===== config.mk =====
export PLATFORM = sky130hd
export DESIGN_NAME = capture_sequencer
export DESIGN_NICKNAME = d
export VERILOG_FILES = /design/src/rtl/capture_sequencer.sv
export SDC_FILE = /design/constraint.sdc
export NUM_CORES = 1
export LEC_CHECK = 0
export CORE_UTILIZATION = 53
export DETAILED_ROUTE_END_ITERATION = 6
export GPL_ROUTABILITY_DRIVEN = 0
export PLACE_DENSITY_LB_ADDON = 0.08
export SYNTH_ARGS = -nofsm -noshare
export SYNTH_HDL_FRONTEND = slang
export SYNTH_SLANG_ARGS = --single-unit

===== constraint.sdc =====
create_clock -name clk -period 3.7 [get_ports clk]
set_input_delay 0.555 -clock clk [delete_from_list [all_inputs] [get_ports clk]]
set_output_delay 0.555 -clock clk [all_outputs]
set_load 0.02 [all_outputs]

===== src/rtl/capture_sequencer.sv =====
// Capture-control FSM: IDLE -> START -> PRE_FILL -> ARMED -> POST -> DONE, with ABORT from any running phase.
// Latency: cmd_arm -> start +1 cycle, trig_in -> triggered +1 cycle -> postTrigger +2 cycles; outputs decoded from registers.
// No backpressure: single-cycle strobes in, level/pulse strobes out. Optional auto-trigger timeout under `CAPTURE_SEQ_TIMEOUT_EN.
module capture_sequencer #(
  parameter int COUNT_WIDTH = 32,
  parameter int STATE_WIDTH = 3
) (
  input  logic                   clk,
  input  logic                   reset_n,
  input  logic                   cmd_arm,
  input  logic                   cmd_abort,
  input  logic                   trig_in,
  input  logic                   sample_we,
  input  logic                   capture_complete,
  input  logic [COUNT_WIDTH-1:0] preTriggerSampleCountMax,
  input  logic [COUNT_WIDTH-1:0] timeout_cycles,
  output logic                   idle,
  output logic                   start,
  output logic                   preTrigger,
  output logic                   postTrigger,
  output logic                   triggered,
  output logic                   abort,
  output logic                   done,
  output logic                   busy,
  output logic [STATE_WIDTH-1:0] state,
  output logic                   forced_trig
);

  typedef enum logic [2:0] {
    S_IDLE     = 3'd0,
    S_START    = 3'd1,
    S_PRE_FILL = 3'd2,
    S_ARMED    = 3'd3,
    S_POST     = 3'd4,
    S_DONE     = 3'd5,
    S_ABORT    = 3'd6
  } state_t;

  state_t                 cur_st, nxt_st;
  logic [COUNT_WIDTH-1:0] fill_cnt, fill_nxt, fill_inc;
  logic [COUNT_WIDTH-1:0] max_hold, max_nxt;
  // trig_pend holds ARMED for one extra cycle so triggered overlaps the last preTrigger cycle
  logic                   trig_pend, trig_pend_nxt;
  // Remember which phase an abort came from so that phase strobe stays high during ABORT
  logic                   from_pre, from_pre_nxt;
  logic                   from_post, from_post_nxt;
  logic                   forced_q, forced_nxt;
  logic                   tmo_hit;

  // Saturating fill count including this cycle's write
  assign fill_inc = (sample_we && (fill_cnt != '1)) ? fill_cnt + COUNT_WIDTH'(1) : fill_cnt;

`ifdef CAPTURE_SEQ_TIMEOUT_EN
  logic [COUNT_WIDTH-1:0] tmo_cnt, tmo_nxt;

  assign tmo_hit = (timeout_cycles != '0) && (tmo_cnt == timeout_cycles - COUNT_WIDTH'(1));

  // Timeout counter advances only in ARMED and is zero on every ARMED entry
  always_comb begin
    tmo_nxt = '0;
    if (cur_st == S_ARMED) begin
      tmo_nxt = (tmo_cnt == '1) ? tmo_cnt : tmo_cnt + COUNT_WIDTH'(1);
    end
  end

  // Timeout counter register
  always_ff @(posedge clk or negedge reset_n) begin
    if (!reset_n) begin
      tmo_cnt <= '0;
    end else begin
      tmo_cnt <= tmo_nxt;
    end
  end
`else
  logic unused_timeout;

  assign tmo_hit        = 1'b0;
  assign unused_timeout = ^timeout_cycles;
`endif

  // Next-state and next-context logic; abort beats trigger, completion beats abort
  always_comb begin
    nxt_st        = cur_st;
    fill_nxt      = fill_cnt;
    max_nxt       = max_hold;
    trig_pend_nxt = 1'b0;
    from_pre_nxt  = 1'b0;
    from_post_nxt = 1'b0;
    forced_nxt    = forced_q;
    case (cur_st)
      S_IDLE: begin
        fill_nxt   = '0;
        forced_nxt = 1'b0;
        if (cmd_arm) nxt_st = S_START;
      end
      S_START: begin
        max_nxt    = preTriggerSampleCountMax;
        forced_nxt = 1'b0;
        if (cmd_abort) nxt_st = S_ABORT;
        else if (preTriggerSampleCountMax == '0) nxt_st = S_ARMED;
        else nxt_st = S_PRE_FILL;
      end
      S_PRE_FILL: begin
        if (cmd_abort) begin
          nxt_st       = S_ABORT;
          from_pre_nxt = 1'b1;
        end else begin
          fill_nxt = fill_inc;
          if (fill_inc >= max_hold) nxt_st = S_ARMED;
        end
      end
      S_ARMED: begin
        if (cmd_abort) begin
          nxt_st       = S_ABORT;
          from_pre_nxt = 1'b1;
        end else if (trig_pend) begin
          nxt_st = S_POST;
        end else if (trig_in) begin
          trig_pend_nxt = 1'b1;
        end else if (tmo_hit) begin
          trig_pend_nxt = 1'b1;
          forced_nxt    = 1'b1;
        end
      end
      S_POST: begin
        if (capture_complete) begin
          nxt_st = S_DONE;
        end else if (cmd_abort) begin
          nxt_st        = S_ABORT;
          from_post_nxt = 1'b1;
        end
      end
      S_DONE:  nxt_st = S_IDLE;
      S_ABORT: nxt_st = S_IDLE;
      default: nxt_st = S_IDLE;
    endcase
  end

  // State and capture-context registers; reset drops straight to IDLE without pulses
  always_ff @(posedge clk or negedge reset_n) begin
    if (!reset_n) begin
      cur_st    <= S_IDLE;
      fill_cnt  <= '0;
      max_hold  <= '0;
      trig_pend <= 1'b0;
      from_pre  <= 1'b0;
      from_post <= 1'b0;
      forced_q  <= 1'b0;
    end else begin
      cur_st    <= nxt_st;
      fill_cnt  <= fill_nxt;
      max_hold  <= max_nxt;
      trig_pend <= trig_pend_nxt;
      from_pre  <= from_pre_nxt;
      from_post <= from_post_nxt;
      forced_q  <= forced_nxt;
    end
  end

  // Moore output decode from registered state and flags
  assign idle        = (cur_st == S_IDLE);
  assign start       = (cur_st == S_START);
  assign preTrigger  = (cur_st == S_PRE_FILL) || (cur_st == S_ARMED) || ((cur_st == S_ABORT) && from_pre);
  assign postTrigger = (cur_st == S_POST) || ((cur_st == S_ABORT) && from_post);
  assign triggered   = trig_pend;
  assign abort       = (cur_st == S_ABORT);
  assign done        = (cur_st == S_DONE);
  assign busy        = (cur_st != S_IDLE);
  assign state       = STATE_WIDTH'(cur_st);
  assign forced_trig = forced_q;

endmodule


-- After elaboration in Yosys (flattened, before gate mapping)
Index checks and enable logic that the tools add are counted.
- word-level logic and storage cells: 54
- output and inout port bits: 12
- bits in writable memories: 0
- bits in latches: 0
- flip-flop bits (word level): 70
- input bits: 71
- memories: 0
- memory bits (read-only): 0
- shifts and indexed selects: 0
- add/subtract/negate cells: 1
- multiplexer cells: 21
- reductions and logical operators: 13
- $mul: 0
- bitwise gates (word level): 0
- magnitude comparators: 1
- equality and inequality tests: 12
- divide/modulo/power cells: 0
- operator list (cell ; count):
    $mux 32 ; 2
    $pmux 32 s2 ; 1
    $add 32x1->32 const B ; 1
    $ge 32x32->1 ; 1
    $logic_not 32->1 ; 1
    $ne 32x32->1 const B ; 1
    $mux 3 ; 8
    $pmux 3 s5 ; 1
    $eq 3x3->1 const B ; 3
    $mux 1 ; 9
    $ne 3x3->1 const B ; 3
    $eq 3x2->1 const B ; 2
    $ne 2x2->1 const B ; 2
    $reduce_and 4->1 ; 1
    $eq 3x1->1 const B ; 1
    $logic_and 1x1->1 ; 3
    $logic_not 3->1 ; 1
    $logic_or 1x1->1 ; 3
    $reduce_bool 3->1 ; 1
    $reduce_and 2->1 ; 1
    $reduce_bool 2->1 ; 1
    $reduce_or 2->1 ; 1

-- Depth between registers and ports, before layout
Gate-level depths: netlist of run 1.
- depth after elaboration: 7
- mapped depth: 16
- gate-level depth less buffers: 14

-- Worst setup path after synthesis of run 1
Ideal clock, no wire load.
- kind: register to register
- start point: register fill_cnt[16]
- end point: register cur_st[0], in the netlist state[0]
- buffers on the path: 3
- library setup time: 0.066 ns
- slack: 0.488 ns
- stages on the path, launching flop included: 16
- arrival: 3.146 ns
- required time: 3.634 ns
- path through: dfrtp_1 buf_2 and4_4 and3_1 buf_2 a311oi_2 buf_4 and2_4 nand3_2 xnor2_1 ha_1 nand4_1 nor4_1 nand4_1 a2111oi_0 o32a_1
- cells in the longest elaborated chain, start to end: 6
- ends and longest elaborated chain (what ; RTL line ; source):
    start, declared ; 40 ; logic [COUNT_WIDTH-1:0] fill_cnt, fill_nxt, fill_inc;
    start signal, assigned ; 151 ; fill_cnt <= fill_nxt;
    branches (longest 2 deep; another with $add 32x1->32) ; n/a ;
    $mux 32 (*) ; 51 ; assign fill_inc = (sample_we && (fill_cnt != '1)) ? fill_cnt + COUNT_WIDTH'(1) : fill_cnt;
    $ge 32x32->1 (*) ; 109 ; if (fill_inc >= max_hold) nxt_st = S_ARMED;
    $ne 3x3->1 (no line) (*) ; n/a ;
    $reduce_and 4->1 (no line) (*) ; n/a ;
    end signal, assigned ; 150 ; cur_st <= nxt_st;
    end, declared ; 39 ; state_t cur_st, nxt_st;
Every way passes the cells marked *.
A chain may end at the register's enable or synchronous reset.

-- Worst setup path in the final report of run 1
- start point: input sample_we
- end point: register cur_st[0], in the netlist state[0]
- cells in the longest elaborated chain, start to end: 5
- ends and longest elaborated chain (what ; RTL line ; source):
    start, declared ; 13 ; input logic sample_we,
    $logic_and 1x1->1 ; 51 ;
    $mux 32 ; 51 ;
    $ge 32x32->1 ; 109 ;
    $ne 3x3->1 (no line) ; n/a ;
    $reduce_and 4->1 (no line) ; n/a ;
Every way passes these cells.

==> metrics, run 1 <==
Max Buffers Root-to-Sink 2; final hold viol count 0; worst vdd ir ~0.22 mV; Worst-path clk slew 0.09 ns; Post-synth EDFFs 0; grt ovf 0; area delta synth->final 21.90%; sequential area share after synthesis 0.3813; Initial Util 0.5536; multiplexer area fraction after synthesis 0.002451; Root Buffer clkbuf_8; Worst EP arrival between 3 and 4 ns; register share of total power 0.348; clock group share of total power 0.256; Port Buffers 49; PD cells 549.3 nW/um2; H-tree Lvls 3; Post-CTS Resized 0; per-cell routed wire length between 15 and 20 um; Worst Path Required 3.92 ns; Slew headroom 0.6481; num ports slightly above 80; WHS around 0.16 ns; Iteration-0 DRC Markers between 200 and 250; diode count 0; Slowest Stage Delay on Critical Path 0.51 ns; first-pass GRT wire length around 19000 um; max cap viols 0; ratio of cells with drive above 1 in the final layout 0.1131; fill cell count between 600 and 700; die height about 95 um; largest net degree at the start of global routing 65; Vias/cell around 5.9; final setup vio count 0; Simple-Gate Fraction of Synth Area 0.2135; worst slew pin tran just over 0.5 ns; Core Area 8299 um2; HPWL reported at the end of detailed placement 8837 um; Post-route DRC 0; Synth Net Count 635; CP Capture Type flop; TritonCTS clock tree done; CP max-delay cell clkdlybuf4s50_1; Cells after Synth between 500 and 600; post-placement setup slack -0.2323 ns; Fmax 281.3 MHz; Final Core Density 0.6748; Avg Inst Size Synth 8.652 um2; Sum Neg Setup Slack 0 ns; cts hold-fix bufs 0; Int Pwr approximately 1.9 mW; Yosys reg bits 70; Global Route Usage Sum 0.2807; Slew Limit Fails 0; Post-synth top flop dfrtp_1; Die Width 95.11 um; Clock Latency Late Sink approximately 0.35 ns; Core Rows 33; die footprint 9045 um2; worst path cell trace clkdlybuf4s50_1 -> nand4_1 -> or2_1 -> a311oi_2 -> buf_4 -> buf_4 -> nand4_2 -> xnor2_1 -> ha_1 -> and2_0 -> a221o_1 -> a21oi_1 -> nand4_1 -> o32a_1; adder-cell share of the synthesized area 0.08987; Post-synth ARST share 1.000; Hold/Removal Path Class in2async; clock sink total 70; final worst slack 0.1455 ns; combinational share of power 0.396; clk_skew ~0.013 ns; Nets 700; Tcrit/Tclk final 0.9607; number of detailed-routing iterations run before antenna repair 4; Post-Syn Area approximately 4600 um2; Static Leak ~2.6 nW; complex-gate fraction of the synthesized area 0.1928; CP Launch Type input pin; initial antenna violation count 0; antenna viol nets, final 0; xor/xnor share of the synthesized area 0.05910; vias in the first global route around 4000; Syn. warnings 0; fin crit period approximately 3.6 ns; status finished clean; clock buffer count from CTS 9; Post-CTS Setup Inserts 0; Worst Path Max Fanout 6; routed wire length around 12000 um; worst setup path class in2reg; switching pwr 1.174 mW; main combinational cell family by area after synthesis simple AND/OR/NAND/NOR gates; Yosys cell types between 50 and 60; vias 4149; Sw Ratio 0.3815
==> sequential cells by signal, summed over array words and instances (netlist names) <==
register and flops:
max_hold 32, from_pre 1, from_post 1, state 3, fill_cnt 32, triggered 1
==> placed cells by master, fill, tap and decap left out, drive strengths merged, types with 7 or more instances in the layout <==
master and instances:
buf 35, xnor2 21, a21o 7, inv 41, clkbuf 10, o31ai 13
nand2 66, nor4 8, nand4 19, ha 33, xor2 10, a21oi 28
a31oi 10, nor2 27, and4 7, and3 13, o21ai 54, nor3 8
clkdlybuf4s50 48, nand3 18, dfrtp 70
==> stage by stage <==
stage | instances | cell area (um2) | power, mW
2_1_floorplan | 531 | 4594 | 1.841
3_3_place_gp | 690 | 5338 | 2.236
3_5_place_dp | 690 | 5338 | 2.291
4_1_cts | 706 | 5592 | 3.083
5_1_grt | 706 | 5600 | 3.301
6_report | 706 | 5600 | 3.076
==> Yosys cell counts, types with 16 or more instances <==
cell type   n  area (um2)
nand4_1    16       100.1
a21oi_1    28       140.1
nor2_1     27       101.4
clkbuf_1   16       60.06
nand3_1    17       85.08
nand2_1    66       247.7
o21ai_0    44       220.2
ha_1       33       412.9
xnor2_1    21       183.9
inv_1      39       146.4
dfrtp_1    70        1752
==> logic make-up after synthesis <==
group,count (synthesis)
AO/OA/AOI/OAI,140
AND/OR/NAND/NOR,187
other,1
buffers and inverters,68
flip-flops,70
XOR/XNOR,31
adder cells (fa/ha/maj),33
multiplexers,1
==> final cells by class <==
class                           instances  area (um2)  area share
Multi-Input combinational cell        393        2575      0.4598
Timing Repair Buffer                   83       740.7      0.1323
Clock buffer                           10       137.6     0.02458
Tap cell                              105       131.4     0.02346
Sequential cell                        70        1753      0.3130
Inverter                               39       146.4     0.02614
Clock inverter                          6       116.4     0.02078
==> critical path, delay by kind of cell <==
family | cells | cell delay, ns
compound gates | 4 | 1.03
simple gates | 5 | 0.86
buf+inv | 3 | 0.82
fa+ha+maj | 1 | 0.29
xor+xnor | 1 | 0.23
==> routing by layer <==
layer / up-vias / routed length, um / GRT usage
met5: - / 0 / 0
met3: 14 / 594 / 0.03429
li1: 2040 / - / -
met1: 1969 / 5655 / 0.4124
met4: 0 / 170 / 0.09848
met2: 126 / 5287 / 0.4238
==> power by group through the flow <==
stage	sequential [mW]	combinational, mW	clock [mW]
2_1_floorplan	1.05	0.787	0
3_3_place_gp	1.08	1.16	0
3_5_place_dp	1.09	1.20	0
4_1_cts	1.07	1.21	0.798
5_1_grt	1.10	1.37	0.834
6_report	1.07	1.22	0.787
==> path summary, 6_finish.rpt <==
check | cells past startpoint | end | slack, ns | start
min in group clk | 1 | max_hold[0] | 0.53 | max_hold[0]
worst max register to register | 13 | state[0] | 0.20 | fill_cnt[8]
worst min-delay path | 1 | max_hold[19] | 0.16 | reset_n
worst max-delay path | 14 | state[0] | 0.15 | sample_we
worst min register to register | 1 | max_hold[0] | 0.53 | max_hold[0]
max in group asynchronous | 2 | fill_cnt[18] | 2.77 | reset_n
(Power assumes the default switching activity.)
==> run 2: changes to the inputs <==
--- a/config.mk
+++ b/config.mk
@@ -5,7 +5,7 @@
 export SDC_FILE = /design/constraint.sdc
 export NUM_CORES = 1
 export LEC_CHECK = 0
-export CORE_UTILIZATION = 53
+export CORE_UTILIZATION = 45
 export DETAILED_ROUTE_END_ITERATION = 6
 export GPL_ROUTABILITY_DRIVEN = 0
 export PLACE_DENSITY_LB_ADDON = 0.08
==> metrics, run 2 (same netlist as run 1, synthesis figures left out) <==
worst setup path class in2reg; Tcrit/Tclk final 0.9384; Vias/cell between 5 and 6; routed wire length 11820 um; H-tree Lvls 3; leading cell type in the layout, fill and taps excluded dfrtp_1; first-pass GRT wire length between 15000 and 20000 um; fill cell count 935; Worst EP arrival approximately 3.7 ns; grt ovf 0; Static Leak 2.543 nW; Worst Path Required between 3 and 4 ns; reg2reg setup slack just over 0.3 ns; unrepaired setup endpoints after global routing no; status finished clean; worst slew pin tran 0.9207 ns; number of detailed-routing iterations run before antenna repair 5; combinational share of power 0.425; Initial Util 0.4679; Iteration-0 DRC Markers 154; Clock Latency Late Sink roughly 0.35 ns; CP Capture Type flop; switching pwr between 1 and 1.5 mW; Worst Path Max Fanout 7; register share of total power 0.377; clock sink total 70; Port Buffers a little under 50; Worst-path clk slew around 0.070 ns; Final Core Density 0.5650; clock group share of total power 0.197; fin crit period between 3 and 4 ns; r2r endpoint state[0]; Reg2Reg Depth 13; die height 103.0 um; PD cells 511.6 nW/um2; Power Total 2.838 mW; antenna viol nets, final 0; final setup vio count 0; ratio of cells with drive above 1 in the final layout 0.1050; Max Buffers Root-to-Sink 2; R2R Path Start fill_cnt[8]; Post-CTS Setup Inserts 0; clk_skew 0.009087 ns; Slowest Stage Delay on Critical Path ~0.52 ns; Global Route Usage Sum 0.2343; Sw Ratio 0.3987; WHS around 0.42 ns; CP Launch Type input pin; die footprint approximately 11000 um2; vias in the first global route 3814; Root Buffer clkbuf_8; num ports 83; per-cell routed wire length roughly 16 um; vias 4091; Die Width between 100 and 150 um; max cap viols 0; Slew headroom 0.3862; Fmax 288.0 MHz; most frequent cells in the layout dfrtp_1, nand2_1, clkdlybuf4s50_1; Post-route DRC 0; TritonCTS clock tree done; worst path cell trace clkdlybuf4s50_1 -> nand4_1 -> or2_1 -> a311oi_2 -> buf_4 -> buf_4 -> nand2_1 -> xnor2_1 -> ha_1 -> a21o_1 -> a221o_1 -> a21oi_1 -> nand4_1 -> o32a_1; HPWL reported at the end of detailed placement just under 9000 um; CP max-delay cell clkdlybuf4s50_1; largest net degree at the start of global routing 71; Slew Limit Fails 0; Nets 700; Hold/Removal Path Class in2async; initial antenna violation count 0; Core Rows 36; Core Area about 9800 um2; area delta synth->final 20.75%; Int Pwr 1.707 mW; diode count 0; final hold viol count 0; worst vdd ir roughly 0.25 mV; clock buffer count from CTS 9
[run 2: worst max-delay path by stage]
stage	from	endpoint	slack [ns]
after floorplan	fill_cnt[16]	state[0]	0.49
after global placement	sample_we	state[0]	-0.25
after detailed placement	sample_we	state[0]	-0.23
after CTS	sample_we	state[0]	0.13
after global routing	sample_we	state[0]	0.04
final	sample_we	state[0]	0.23
[run 2: cell type report]
cell class	count	area, um2	share of cell area
inverter	39	146.4	0.02639
timing repair buffer	83	740.7	0.1335
tap	133	166.4	0.03000
clock buffer	14	162.7	0.02932
multi-input combinational	393	2575	0.4641
clock inverter	1	5.005	0.0009021
sequential	70	1752	0.3157
[run 2: power by group through the flow]
stage / clock network (mW) / logic, mW / registers (mW)
floorplan: 0 / 0.787 / 1.05
global placement: 0 / 1.17 / 1.08
detailed placement: 0 / 1.21 / 1.08
CTS: 0.573 / 1.21 / 1.07
global route: 0.607 / 1.37 / 1.10
finish: 0.560 / 1.21 / 1.07
[run 2: what timing repair did]
item                       in CTS  in global routing
hold buffers                    0                  0
resized for setup               0                  2
setup endpoints to repair       0                  1
[run 2: through the flow]
stage,instance area [um2],cells,TNS (ns),worst slack [ns]
after floorplan,4594,531,0,0.4881
after global placement,5373,718,-0.2476,-0.2476
after detailed placement,5373,718,-0.2255,-0.2255
after CTS,5540,733,0,0.1250
after global routing,5548,733,0,0.04100
final,5548,733,0,0.2280
[run 2: per-layer routing]
layer	part of all wire	track usage	vias to the layer above
li1	-	-	2042
met1	0.50	0.3409	1933
met2	0.43	0.3421	100
met3	0.052	0.04339	16
met4	0.016	0.09317	0
met5	0	0	-
[run 2: critical path: cells and delay by family]
kind                       cells  cell delay, ns
AOI/OAI and AO/OA              5            1.19
xor gates and xnor gates       1            0.20
adders and majority gates      1            0.28
buffers and inverters          3            0.85
and+or+nand+nor                4            0.62
==> run 3: changes to the inputs <==
--- a/config.mk
+++ b/config.mk
@@ -6,9 +6,11 @@
 export NUM_CORES = 1
 export LEC_CHECK = 0
 export CORE_UTILIZATION = 45
+export CTS_CLUSTER_SIZE = 24
 export DETAILED_ROUTE_END_ITERATION = 6
 export GPL_ROUTABILITY_DRIVEN = 0
-export PLACE_DENSITY_LB_ADDON = 0.08
+export PLACE_DENSITY_LB_ADDON = 0.12
+export RECOVER_POWER = 50
 export SYNTH_ARGS = -nofsm -noshare
 export SYNTH_HDL_FRONTEND = slang
 export SYNTH_SLANG_ARGS = --single-unit
==> metrics, run 3 (same netlist as run 1, synthesis figures left out) <==
status finished clean; Fmax 289.0 MHz; Hold/Removal Path Class in2async; fin crit period ~3.5 ns; R2R Path Start fill_cnt[4]; clk_skew about 0.017 ns; worst setup path class in2reg; clock buffer count from CTS 9; PD cells 533.2 nW/um2; die height approximately 100 um; initial antenna violation count 0; worst vdd ir 0.2295 mV; Tcrit/Tclk final 0.9351; Iteration-0 DRC Markers 190; Met1 Wirelength between 5000 and 6000 um; most frequent cells in the layout dfrtp_1, nand2_1, clkdlybuf4s50_1; worst path cell trace clkdlybuf4s50_1 -> nand4_1 -> or2_1 -> a311oi_2 -> buf_4 -> buf_4 -> nand4_2 -> xnor2_1 -> ha_1 -> and2_0 -> a221o_1 -> a21oi_1 -> nand4_1 -> o32a_1; Post-route DRC 0; DR WL met3 approximately 610 um; Worst Path Max Fanout 6; Core Rows 36; number of detailed-routing iterations run before antenna repair 4; H-tree Lvls 3; vias in the first global route between 3000 and 4000; ratio of cells with drive above 1 in the final layout 0.1128; Post-CTS Setup Inserts 0; Die Width 103.0 um; Slew Limit Fails 0; Worst EP arrival approximately 3.7 ns; diode count 0; antenna viol nets, final 0; leading cell type in the layout, fill and taps excluded dfrtp_1; Post-CTS Resized 0; routed wire length about 12000 um; placed cell area between 5000 and 6000 um2; launch point of the critical path sample_we; Reg2Reg Depth 13; Nets between 700 and 800; Worst Path Required about 4 ns; fill cell count 912; Initial Util 0.4679; Root Buffer clkbuf_8; max cap viols 0; CP Capture Type flop; fin area 5618 um2; Vias/cell around 5.7; Max Buffers Root-to-Sink 2; Clock Latency Late Sink around 0.36 ns; Core Area 9819 um2; Slowest Stage Delay on Critical Path between 0.5 and 0.6 ns; Slew headroom 0.07349; clock sink total 70; Port Buffers between 40 and 50; per-cell routed wire length around 16 um; area delta synth->final 22.28%; TritonCTS clock tree done; final hold viol count 0; num ports 83; cts hold-fix bufs 0; CP Launch Type input pin; DR top layer met4; Routed met2 length 5322 um; Power Total roughly 3 mW; grt ovf 0; final setup vio count 0; Global Route Usage Sum 0.2382; Worst-path clk slew about 0.09 ns; die footprint about 11000 um2; largest net degree at the start of global routing between 50 and 60; worst slew pin tran ~1.4 ns; vias roughly 4200; CP max-delay cell clkdlybuf4s50_1; Static Leak about 2.6 nW; HPWL reported at the end of detailed placement 8889 um; first-pass GRT wire length between 15000 and 20000 um
[run 3: cell count changes in the layout (fill, tap and decap cells not counted), moves of 2 or more]
cell | before | now
clkbuf_1 | 3 | 1
clkbuf_8 | 11 | 9
bufinv_16 | 0 | 2
clkinvlp_4 | 0 | 4
[run 3: power breakdown]
part           internal [mW]  total, mW  switching [mW]
combinational          0.471       1.22           0.747
sequential             0.964       1.07           0.108
clock                  0.380      0.705           0.324
total                   1.82       3.00            1.18
[run 3: final timing paths]
path / end / slack, ns
worst max-delay path: state[0] / 0.24
worst min-delay path: max_hold[0] / 0.50
worst max register to register: state[0] / 0.31
worst min register to register: max_hold[0] / 0.53
max in group asynchronous: max_hold[31] / 1.36
min in group clk: max_hold[0] / 0.53
[run 3: worst max-delay path, delay by kind of cell]
kind,cells,cell delay (ns)
buffers and inverters,3,0.84
xor gates and xnor gates,1,0.16
AOI/OAI and AO/OA,4,1.00
adders and majority gates,1,0.30
and+or+nand+nor,5,0.85
[run 3: per-layer routing]
metal,GRT usage,up-vias
met2,0.3626,108
met4,0.09534,0
met5,0,-
met1,0.3380,1989
li1,-,2037
met3,0.03864,27
[run 3: stage by stage]
| step | worst slack, ns | instances | hold slack, ns | TNS (ns) | utilization |
|---|---|---|---|---|---|
| floorplan | 0.4881 | 531 | 0.2594 | 0 | - |
| global route | -0.02921 | 736 | 0.5587 | -0.02921 | 0.5721 |
| CTS | 0.1963 | 736 | 0.1952 | 0 | 0.5714 |
| global placement | -0.1266 | 720 | 0.4981 | -0.1266 | 0.5487 |
| detailed placement | -0.1712 | 720 | 0.5062 | -0.1712 | 0.5487 |
| finish | 0.2402 | 736 | 0.4984 | 0 | 0.5721 |
[run 3: layout make-up]
class                      instances  area, um2  area share
inverter                          39      146.4     0.02606
sequential                        70       1752      0.3118
clock buffer                       9      123.9     0.02205
tap                              133      166.4     0.02962
timing repair buffer              85      752.0      0.1339
multi-input combinational        393       2579      0.4590
clock inverter                     7      98.84     0.01759
